### config.mk
export PLATFORM = sky130hd
export DESIGN_NAME = gpr_wb_sched_flat
export DESIGN_NICKNAME = d
export VERILOG_FILES = /design/src/rtl/ur408_gpr_pkg.sv /design/src/rtl/gpr_wb_sched_if.sv /design/src/rtl/gpr_scoreboard.sv /design/src/rtl/gpr_wb_sched.sv /design/src/flat_wrapper.sv
export SDC_FILE = /design/constraint.sdc
export NUM_CORES = 1
export LEC_CHECK = 0
export BUFFER_PORTS_ARGS = -buffer_cell sky130_fd_sc_hd__buf_2
export CORE_MARGIN = 4
export CORE_UTILIZATION = 35
export CTS_CLUSTER_SIZE = 16
export DETAILED_ROUTE_END_ITERATION = 10
export PLACE_DENSITY = 0.75
export SYNTH_ARGS = -nofsm -noshare
export SYNTH_HDL_FRONTEND = slang
export SYNTH_SLANG_ARGS = --single-unit
### constraint.sdc
create_clock -name clk -period 1.5 [get_ports clk]
set_input_delay 0.225 -clock clk [delete_from_list [all_inputs] [get_ports clk]]
set_output_delay 0.225 -clock clk [all_outputs]
set_load 0.05 [all_outputs]
### src/rtl/ur408_gpr_pkg.sv
// Shared constants and types for the GPR write-back path.
package ur408_gpr_pkg;

  localparam int unsigned NREG    = 8;
  localparam int unsigned DW      = 8;
  localparam int unsigned RW      = $clog2(NREG);
  localparam int unsigned AGE_MAX = 3;
  localparam int unsigned AW      = $clog2(AGE_MAX + 1);

  localparam logic [RW-1:0] R6 = RW'(6);
  localparam logic [RW-1:0] R7 = RW'(7);

  typedef enum logic [1:0] {
    RUN,
    DRAIN,
    HALTED
  } state_e;

  typedef enum logic [1:0] {
    GntNone,
    GntAlu,
    GntLd,
    GntDbg
  } grant_e;

  function automatic logic [NREG-1:0] reg_onehot(logic [RW-1:0] idx);
    return NREG'(1) << idx;
  endfunction

endpackage

### src/rtl/gpr_wb_sched_if.sv
// Request/response bundle between execute, LSU, decode, debug and the write-back scheduler.
interface gpr_wb_sched_if;
  import ur408_gpr_pkg::*;

  logic              alu_valid;
  logic [RW-1:0]     alu_rx;
  logic [DW-1:0]     alu_data;
  logic              alu_pair;
  logic [2*DW-1:0]   alu_pdata;
  logic              alu_ready;

  logic              ld_issue;
  logic [RW-1:0]     ld_issue_rx;
  logic              ld_valid;
  logic [RW-1:0]     ld_rx;
  logic [DW-1:0]     ld_data;
  logic              ld_ready;

  logic [RW-1:0]     dec_rs1;
  logic [RW-1:0]     dec_rs2;
  logic [RW-1:0]     dec_rd;
  logic              hazard;

  logic              dbg_halt_req;
  logic              dbg_valid;
  logic [RW-1:0]     dbg_rx;
  logic [DW-1:0]     dbg_data;
  logic              dbg_ready;
  logic              dbg_halted;

  logic              issue_en;
  logic [NREG-1:0]   busy;
  logic [NREG-1:0]   register_write;
  logic [DW-1:0]     rd_data;
  logic [2*DW-1:0]   cr_data;
  logic              rd_r0_mux;
  logic              rd_r1_mux;

  modport master (
    output alu_valid, alu_rx, alu_data, alu_pair, alu_pdata,
    output ld_issue, ld_issue_rx, ld_valid, ld_rx, ld_data,
    output dec_rs1, dec_rs2, dec_rd,
    output dbg_halt_req, dbg_valid, dbg_rx, dbg_data,
    input  alu_ready, ld_ready, hazard, dbg_ready, dbg_halted, issue_en, busy,
    input  register_write, rd_data, cr_data, rd_r0_mux, rd_r1_mux
  );

  modport slave (
    input  alu_valid, alu_rx, alu_data, alu_pair, alu_pdata,
    input  ld_issue, ld_issue_rx, ld_valid, ld_rx, ld_data,
    input  dec_rs1, dec_rs2, dec_rd,
    input  dbg_halt_req, dbg_valid, dbg_rx, dbg_data,
    output alu_ready, ld_ready, hazard, dbg_ready, dbg_halted, issue_en, busy,
    output register_write, rd_data, cr_data, rd_r0_mux, rd_r1_mux
  );

endinterface

### src/rtl/gpr_scoreboard.sv
// Load-pending scoreboard: one busy bit per GPR plus the decode hazard lookup.
module gpr_scoreboard
  import ur408_gpr_pkg::*;
(
  input  logic            clk_i,
  input  logic            rst_ni,
  input  logic            set_en_i,
  input  logic [RW-1:0]   set_rx_i,
  input  logic            clr_en_i,
  input  logic [RW-1:0]   clr_rx_i,
  input  logic [RW-1:0]   rs1_i,
  input  logic [RW-1:0]   rs2_i,
  input  logic [RW-1:0]   rd_i,
  output logic [NREG-1:0] busy_o,
  output logic            hazard_o
);

  logic [NREG-1:0] busy_q, busy_d;
  logic [NREG-1:0] set_mask, clr_mask;

  // Clear is applied before set so a new load to the same register stays pending.
  always_comb begin
    set_mask = '0;
    clr_mask = '0;
    if (set_en_i) set_mask = reg_onehot(set_rx_i);
    if (clr_en_i) clr_mask = reg_onehot(clr_rx_i);
    busy_d = (busy_q & ~clr_mask) | set_mask;
  end

  always_ff @(posedge clk_i or negedge rst_ni) begin
    if (!rst_ni) begin
      busy_q <= '0;
    end else begin
      busy_q <= busy_d;
    end
  end

  assign busy_o   = busy_q;
  assign hazard_o = busy_q[rs1_i] | busy_q[rs2_i] | busy_q[rd_i];

endmodule

### src/rtl/gpr_wb_sched.sv
// GPR write-port arbiter (ALU / load / debug) with debug halt-drain sequencing.
module gpr_wb_sched
  import ur408_gpr_pkg::*;
(
  input  logic           clk,
  input  logic           rst,
  gpr_wb_sched_if.slave  bus
);

  state_e          state_q, state_d;
  logic [AW-1:0]   age_q, age_d;
  grant_e          gnt;
  logic            ld_force;
  logic            alu_hits_busy;

  // A load that has been starved long enough takes the port from the ALU.
  assign ld_force = bus.ld_valid && (age_q == AW'(AGE_MAX));

  always_comb begin
    gnt = GntNone;
    unique case (state_q)
      RUN, DRAIN: begin
        if (bus.alu_valid && !ld_force) gnt = GntAlu;
        else if (bus.ld_valid)          gnt = GntLd;
      end
      HALTED: begin
        if (bus.dbg_valid) gnt = GntDbg;
      end
      default: gnt = GntNone;
    endcase
  end

  always_comb begin
    bus.alu_ready      = 1'b0;
    bus.ld_ready       = 1'b0;
    bus.dbg_ready      = 1'b0;
    bus.register_write = '0;
    bus.rd_data        = '0;
    bus.cr_data        = '0;
    bus.rd_r0_mux      = 1'b0;
    bus.rd_r1_mux      = 1'b0;
    unique case (gnt)
      GntAlu: begin
        bus.alu_ready = 1'b1;
        if (bus.alu_pair) begin
          bus.register_write = reg_onehot(R6) | reg_onehot(R7);
          bus.cr_data        = bus.alu_pdata;
          bus.rd_r0_mux      = 1'b1;
          bus.rd_r1_mux      = 1'b1;
        end else begin
          bus.register_write = reg_onehot(bus.alu_rx);
          bus.rd_data        = bus.alu_data;
        end
      end
      GntLd: begin
        bus.ld_ready       = 1'b1;
        bus.register_write = reg_onehot(bus.ld_rx);
        bus.rd_data        = bus.ld_data;
      end
      GntDbg: begin
        bus.dbg_ready      = 1'b1;
        bus.register_write = reg_onehot(bus.dbg_rx);
        bus.rd_data        = bus.dbg_data;
      end
      default: ;
    endcase
  end

  assign bus.issue_en   = (state_q == RUN);
  assign bus.dbg_halted = (state_q == HALTED);

  // Age tracks consecutive starved cycles of a pending load return.
  always_comb begin
    age_d = age_q;
    if (state_q == HALTED || !bus.ld_valid || gnt == GntLd) begin
      age_d = '0;
    end else if (age_q != AW'(AGE_MAX)) begin
      age_d = age_q + AW'(1);
    end
  end

  always_comb begin
    state_d = state_q;
    unique case (state_q)
      RUN: begin
        if (bus.dbg_halt_req) state_d = DRAIN;
      end
      DRAIN: begin
        if (!bus.dbg_halt_req) begin
          state_d = RUN;
        end else if (bus.busy == '0 && !bus.alu_valid && !bus.ld_valid) begin
          state_d = HALTED;
        end
      end
      HALTED: begin
        if (!bus.dbg_halt_req) state_d = RUN;
      end
      default: state_d = RUN;
    endcase
  end

  always_ff @(posedge clk or negedge rst) begin
    if (!rst) begin
      state_q <= RUN;
      age_q   <= '0;
    end else begin
      state_q <= state_d;
      age_q   <= age_d;
    end
  end

  gpr_scoreboard u_scoreboard (
    .clk_i    (clk),
    .rst_ni   (rst),
    .set_en_i (bus.ld_issue && bus.issue_en),
    .set_rx_i (bus.ld_issue_rx),
    .clr_en_i (gnt == GntLd),
    .clr_rx_i (bus.ld_rx),
    .rs1_i    (bus.dec_rs1),
    .rs2_i    (bus.dec_rs2),
    .rd_i     (bus.dec_rd),
    .busy_o   (bus.busy),
    .hazard_o (bus.hazard)
  );

  // Decode must stall on hazard, so the ALU never writes a load-pending register.
  assign alu_hits_busy = bus.alu_pair ? (bus.busy[R6] | bus.busy[R7]) : bus.busy[bus.alu_rx];

  a_alu_no_busy_write: assert property (
    @(posedge clk) disable iff (!rst) !(gnt == GntAlu && alu_hits_busy)
  );

endmodule

### src/flat_wrapper.sv
// flat-port wrapper written by rule: the top's interface ports become plain ports
module gpr_wb_sched_flat import ur408_gpr_pkg::*;
  (clk, rst, bus_alu_valid, bus_alu_rx, bus_alu_data, bus_alu_pair, bus_alu_pdata, bus_ld_issue, bus_ld_issue_rx, bus_ld_valid, bus_ld_rx, bus_ld_data, bus_dec_rs1, bus_dec_rs2, bus_dec_rd, bus_dbg_halt_req, bus_dbg_valid, bus_dbg_rx, bus_dbg_data, bus_alu_ready, bus_ld_ready, bus_hazard, bus_dbg_ready, bus_dbg_halted, bus_issue_en, bus_busy, bus_register_write, bus_rd_data, bus_cr_data, bus_rd_r0_mux, bus_rd_r1_mux);
  gpr_wb_sched_if bus_i ();
  input  logic clk;
  input  logic rst;
  input wire logic [$bits(bus_i.alu_valid)-1:0] bus_alu_valid;
  input wire logic [$bits(bus_i.alu_rx)-1:0] bus_alu_rx;
  input wire logic [$bits(bus_i.alu_data)-1:0] bus_alu_data;
  input wire logic [$bits(bus_i.alu_pair)-1:0] bus_alu_pair;
  input wire logic [$bits(bus_i.alu_pdata)-1:0] bus_alu_pdata;
  input wire logic [$bits(bus_i.ld_issue)-1:0] bus_ld_issue;
  input wire logic [$bits(bus_i.ld_issue_rx)-1:0] bus_ld_issue_rx;
  input wire logic [$bits(bus_i.ld_valid)-1:0] bus_ld_valid;
  input wire logic [$bits(bus_i.ld_rx)-1:0] bus_ld_rx;
  input wire logic [$bits(bus_i.ld_data)-1:0] bus_ld_data;
  input wire logic [$bits(bus_i.dec_rs1)-1:0] bus_dec_rs1;
  input wire logic [$bits(bus_i.dec_rs2)-1:0] bus_dec_rs2;
  input wire logic [$bits(bus_i.dec_rd)-1:0] bus_dec_rd;
  input wire logic [$bits(bus_i.dbg_halt_req)-1:0] bus_dbg_halt_req;
  input wire logic [$bits(bus_i.dbg_valid)-1:0] bus_dbg_valid;
  input wire logic [$bits(bus_i.dbg_rx)-1:0] bus_dbg_rx;
  input wire logic [$bits(bus_i.dbg_data)-1:0] bus_dbg_data;
  output wire logic [$bits(bus_i.alu_ready)-1:0] bus_alu_ready;
  output wire logic [$bits(bus_i.ld_ready)-1:0] bus_ld_ready;
  output wire logic [$bits(bus_i.hazard)-1:0] bus_hazard;
  output wire logic [$bits(bus_i.dbg_ready)-1:0] bus_dbg_ready;
  output wire logic [$bits(bus_i.dbg_halted)-1:0] bus_dbg_halted;
  output wire logic [$bits(bus_i.issue_en)-1:0] bus_issue_en;
  output wire logic [$bits(bus_i.busy)-1:0] bus_busy;
  output wire logic [$bits(bus_i.register_write)-1:0] bus_register_write;
  output wire logic [$bits(bus_i.rd_data)-1:0] bus_rd_data;
  output wire logic [$bits(bus_i.cr_data)-1:0] bus_cr_data;
  output wire logic [$bits(bus_i.rd_r0_mux)-1:0] bus_rd_r0_mux;
  output wire logic [$bits(bus_i.rd_r1_mux)-1:0] bus_rd_r1_mux;
  assign bus_i.alu_valid = bus_alu_valid;
  assign bus_i.alu_rx = bus_alu_rx;
  assign bus_i.alu_data = bus_alu_data;
  assign bus_i.alu_pair = bus_alu_pair;
  assign bus_i.alu_pdata = bus_alu_pdata;
  assign bus_i.ld_issue = bus_ld_issue;
  assign bus_i.ld_issue_rx = bus_ld_issue_rx;
  assign bus_i.ld_valid = bus_ld_valid;
  assign bus_i.ld_rx = bus_ld_rx;
  assign bus_i.ld_data = bus_ld_data;
  assign bus_i.dec_rs1 = bus_dec_rs1;
  assign bus_i.dec_rs2 = bus_dec_rs2;
  assign bus_i.dec_rd = bus_dec_rd;
  assign bus_i.dbg_halt_req = bus_dbg_halt_req;
  assign bus_i.dbg_valid = bus_dbg_valid;
  assign bus_i.dbg_rx = bus_dbg_rx;
  assign bus_i.dbg_data = bus_dbg_data;
  assign bus_alu_ready = bus_i.alu_ready;
  assign bus_ld_ready = bus_i.ld_ready;
  assign bus_hazard = bus_i.hazard;
  assign bus_dbg_ready = bus_i.dbg_ready;
  assign bus_dbg_halted = bus_i.dbg_halted;
  assign bus_issue_en = bus_i.issue_en;
  assign bus_busy = bus_i.busy;
  assign bus_register_write = bus_i.register_write;
  assign bus_rd_data = bus_i.rd_data;
  assign bus_cr_data = bus_i.cr_data;
  assign bus_rd_r0_mux = bus_i.rd_r0_mux;
  assign bus_rd_r1_mux = bus_i.rd_r1_mux;
  gpr_wb_sched u_core (.clk(clk), .rst(rst), .bus(bus_i));
endmodule
After elaboration in Yosys (flattened, before gate mapping) --
Index checks and enable logic that the tools add are counted.
Operators by class: add/sub/neg operators 1, order comparisons 3, equality and inequality tests 10, shift-type cells 4, mux-type cells 30, bitwise logic cells 5, reduce and logical (&&, ||, !) cells 15
Operators by type and width (count):
- case mux 8 bit (3 select lines) | 2
- two-way mux 16 bit | 2
- two-way mux 8 bit | 4
- << shifter 1 x 3 -> 8 bit, first input constant | 4
- two-way mux 2 bit | 9
- less-than comparator 3 x 4 -> 1 bit, second input constant | 3
- binary-select mux 1 bit (select 3 bit) | 3
- AND 8 bit | 1
- equality test 2 bit, second input constant | 4
- zero test 8 bit | 1
- two-way mux 1 bit | 8
- NOT 8 bit | 1
- OR 8 bit | 1
- != test 2 bit, second input constant | 3
- case mux 2 bit (3 select lines) | 1
- logical AND 1 bit | 5
- equality test 2 x 1 -> 1 bit, second input constant | 2
- case mux 2 bit (2 select lines) | 1
- zero test 1 bit | 3
- != test 3 x 2 -> 1 bit, second input constant | 1
- AND reduction 3 bit | 1
- adder 2 x 1 -> 2 bit, second input constant | 1
- zero test 2 bit | 1
- logical OR 1 bit | 2
- 3 further kinds | 4
Word-level totals: register bits after elaboration 12, input bits 69, output and inout bits 48, word-level logic and storage cells 71

Depth between registers and ports, before layout --
word-level depth 11, mapped depth 6, depth with buffers taken out 4

By module --
From an unflattened synthesis, not the netlist that was laid out.
Second synthesis, totals: cells, all modules 149, area, all modules 1365.1 um^2
Modules (own cells, without submodules):
- gpr_wb_sched | times used 1, cells each 105, area each 833.3 um^2, sequential area each 100.1 um^2
- gpr_scoreboard | times used 1, cells each 44, area each 531.8 um^2, sequential area each 200.2 um^2

Worst setup path after synthesis --
Ideal clock, no wire load.
path kind flip-flop to output port, start point register u_core.age_q[0], end point output port bus_register_write[0], arrival 2.734 ns, required time 1.275 ns, slack -1.459 ns, stages on the path, launching flop included 5, path buffers 0, path through dfrtp_1 -> ha_1 -> nand2_2 -> nand4_1 -> o311ai_0
Between the ends: longest elaborated chain between the ends 8, elaborated cells on any way between the ends 10, classes of those cells 4 x eq/ne; 3 x mux; 3 x reduce/logical
RTL lines:
- start: declaration | line gpr_wb_sched.sv:11 | logic [AW-1:0] age_q, age_d;
- start signal: assignment | line gpr_wb_sched.sv:108 | age_q <= age_d;
- equality test 2 bit * | line gpr_wb_sched.sv:17 | assign ld_force = bus.ld_valid && (age_q == AW'(AGE_MAX));
- logical AND 1 bit * | line gpr_wb_sched.sv:17
- zero test 1 bit * | line gpr_wb_sched.sv:23 | if (bus.alu_valid && !ld_force) gnt = GntAlu;
- logical AND 1 bit * | line gpr_wb_sched.sv:23
- two-way mux 2 bit * | line gpr_wb_sched.sv:23
- case mux 2 bit (2 select lines) * | line gpr_wb_sched.sv:21 | unique case (state_q)
- equality test 2 bit / equality test 2 x 1 -> 1 bit (equally long branches) | line gpr_wb_sched.sv:42 | unique case (gnt)
- case mux 8 bit (3 select lines) * | line gpr_wb_sched.sv:42
- end: declaration | line flat_wrapper.sv:31 | output wire logic [$bits(bus_i.register_write)-1:0] bus_register_write;
Mark *: on every way between the ends. The rest lies on a longest branch, timed or not.

Worst setup path in the final report --
start point register u_core.age_q[1], end point output port bus_register_write[3]
The elaborated chain is that of the path after synthesis.

==> reports/summary.txt <==
Worst setup path class -> register to primary output
Setup Slack @ Placement -> -0.242 ns
Ys flop type -> dfrtp_1
Failing checks -> setup timing
CTS Buffer Depth -> 2
Routed Antenna Nets -> 0
Seq/Total Area, Yosys -> 22.1%
CP Capture Type -> primary output
Pwr Density -> 716 nW/um^2
Detailed Route WL -> 6900 um
Cell taking the most area after synthesis -> dfrtp_1
Mean routed wirelength per cell -> 19.2 um
Status -> complete, but fails checks
Vias -> 2023
Placer's final routability congestion estimate -> 0.853
Initial DRT Pass Iterations -> 4
Max-slew violations -> 0
CTS tree -> done
IO buf count -> 116
Vias in the first global route -> 1921
CTS buffer count -> 3
Max cap viols -> 0
Fin Clk Skew -> 0.00103 ns
Worst-path fanout max -> 5
Cells after Synth -> 148
Share of post-route cells with drive strength above 1 -> 80.1%
Synth Net Count -> 218
Worst min path class -> input port to register
Fmax -> 0.522 GHz
R2r startpoint -> u_core.age_q[1]$_DFFE_PN0P_
Clock Tree Root -> clkbuf_8
WHS Endpoint -> u_core.state_q[1]$_DFFE_PN0P_
Area added between synthesis and finish -> 134%
Setup WS post-layout -> -0.416 ns
Initial antenna violation count -> 0
Main area contributors after synthesis -> dfrtp_1 22%, mux4_2 9.9%, and2_1 7.8%, a221o_1 5.9%, and3_1 5.1%
RSZ-0062 raised after global routing -> yes
Top cells by count, synth -> 17 x and2_1, 12 x dfrtp_1, 11 x and3_1
Initial drt markers -> 97
CP startpoint kind -> register
Worst-Margin Slew -> 0.308 ns
Hold_ws -> 0.203 ns
Initial Util -> 36.6%
HP Start -> bus_dbg_halt_req
FFs w/ async S/R, synth -> 100%
Fin Setup TNS -> -12.57 ns
GR Overflow Total -> 0
Worst r2r path cells -> 5
# diodes -> 0
DIE WIDTH -> 70.3 um
Hold depth -> 3
Minimum clock period -> 1.92 ns
Final worst path period share -> 128%
# setup viols final -> 39
Synthesized cell area -> 1360 sq um
Num rows -> 22
Leakage power -> 1.56 nW
Area share of the largest cell type after synthesis -> 22.1%
Flop-to-flop setup slack -> -0.15 ns
Yosys synthesis warning count -> 0
Worst-path clk slew -> 0.05 ns
Worst rel slew slack -> 79.4%
Die Area -> 4950 sq um
Largest net degree at the start of global routing -> 13
VDD IR max -> 707 uV
Die height -> 70.3 um
Nets -> 383
Final Hold Viols -> 0
FF-to-FF End -> u_core.u_scoreboard.busy_o[7]$_DFF_PN0_
EDFF count, synth -> 0
Htree depth -> 1
Crit path required time -> 1.27 ns
Via density per instance -> 5.62
Library cells used by synthesis -> 41
DP Wirelength -> 4300 um
Yosys reg bits -> 12
IO Count -> 117
# DRC -> 0
Tot GR Track Use -> 23.9%
Most common cell in the netlist -> and2_1
Crit path DAT -> 1.69 ns
Mean Syn Cell Area -> 9.19 sq um
Num Clock Sinks -> 12
Later-pin clock latency in the skew report -> 0.24 ns
Global-route wire length before repair -> 9540 um
Core Region -> 3720 sq um
==> logic make-up after synthesis <==
family | Yosys count | synth area share (%)
AOI/OAI and AO/OA | 27 | 17.9
and+or+nand+nor | 79 | 37.9
muxes | 10 | 12.9
buffers and inverters | 18 | 7.64
DFF | 12 | 22.1
xor gates and xnor gates | 1 | 0.644
adders and majority gates | 1 | 0.920
==> report_power, final <==
part	switching (mW)	total (mW)	internal, mW
sequential	0.0791	0.472	0.393
clock	0.123	0.355	0.232
combinational	0.785	1.45	0.663
==> per-stage QoR <==
step | cells | instance area, sq um | power [mW] | utilization [%]
6_report | 360 | 3180 | 2.28 | 85.6
2_1_floorplan | 148 | 1610 | 1.24 | -
3_3_place_gp | 339 | 2450 | 1.63 | 65.9
3_5_place_dp | 339 | 2450 | 1.64 | 65.9
4_1_cts | 358 | 3030 | 2.16 | 81.6
5_1_grt | 360 | 3180 | 2.37 | 85.6
==> critical path, cell delays in order, from the launching register on <==
cell and delay, ns:
dfrtp_1 0.41, ha_4 0.19, and2b_2 0.26, nor4b_4 0.06, a311o_2 0.37, buf_6 0.16
==> worst max path at each step <==
stage,from,endpoint,slack (ns),depth (start not counted)
floorplan,u_core.state_q[1]$_DFFE_PN0P_,bus_register_write[0],-0.37,4
global placement,u_core.age_q[1]$_DFFE_PN0P_,bus_rd_data[6],-0.21,5
detailed placement,u_core.age_q[1]$_DFFE_PN0P_,bus_register_write[3],-0.24,5
CTS,u_core.age_q[1]$_DFFE_PN0P_,bus_register_write[3],-0.40,5
global route,u_core.age_q[1]$_DFFE_PN0P_,bus_register_write[7],-0.47,5
finish,u_core.age_q[1]$_DFFE_PN0P_,bus_register_write[3],-0.42,5
==> cell type report <==
cell class                 instances  area, sq um
timing repair buffer             165         1410
multi-input combinational        121         1310
fill                             175          536
sequential                        12          312
tap                               48         60.1
clock buffer                       4         55.1
inverter                          10         37.5
==> cell usage in the layout (no fill, tap or decap), drive strengths merged, types with 2 or more instances in the layout <==
cell type  instances
buf              162
and2              17
and3              12
dfrtp             12
inv               10
nand2              9
a221o              8
nor2b              8
nor2               7
nand4              6
mux4               6
clkbuf             6
nand3              5
nand4b             4
o311ai             4
mux2i              4
a32o               3
o2bb2ai            3
and3b              2
nand2b             2
a31oi              2
o211ai             2
nand3b             2
nor3               2
nor4b              2
==> layer usage <==
metal  share of wire (%)  vias to the layer above  GRT usage, %
li1                    -                      914             -
met4                0.88                        0          3.19
met3                 8.5                        8          3.88
met5                   0                        -             0
met1                  35                      990          29.7
met2                  56                      111          43.9
==> state kept, by name, summed over array words and instances, names as in the netlist <==
| register | cells |
|---|---|
| u_core.age_q | 2 |
| u_core.state_q | 2 |
| u_core.u_scoreboard.busy_o | 8 |
==> repair_timing <==
action | in CTS | in global routing
hold buffers | 1 | 0
endpoints found under the setup margin | 44 | 48
buffers inserted | 17 | 9
resized for setup | 118 | 27
pin swaps | 14 | 21
cloned | 3 | 3
endpoints found under the hold margin | 12 | 0
Power figures use the tool's default switching activity.
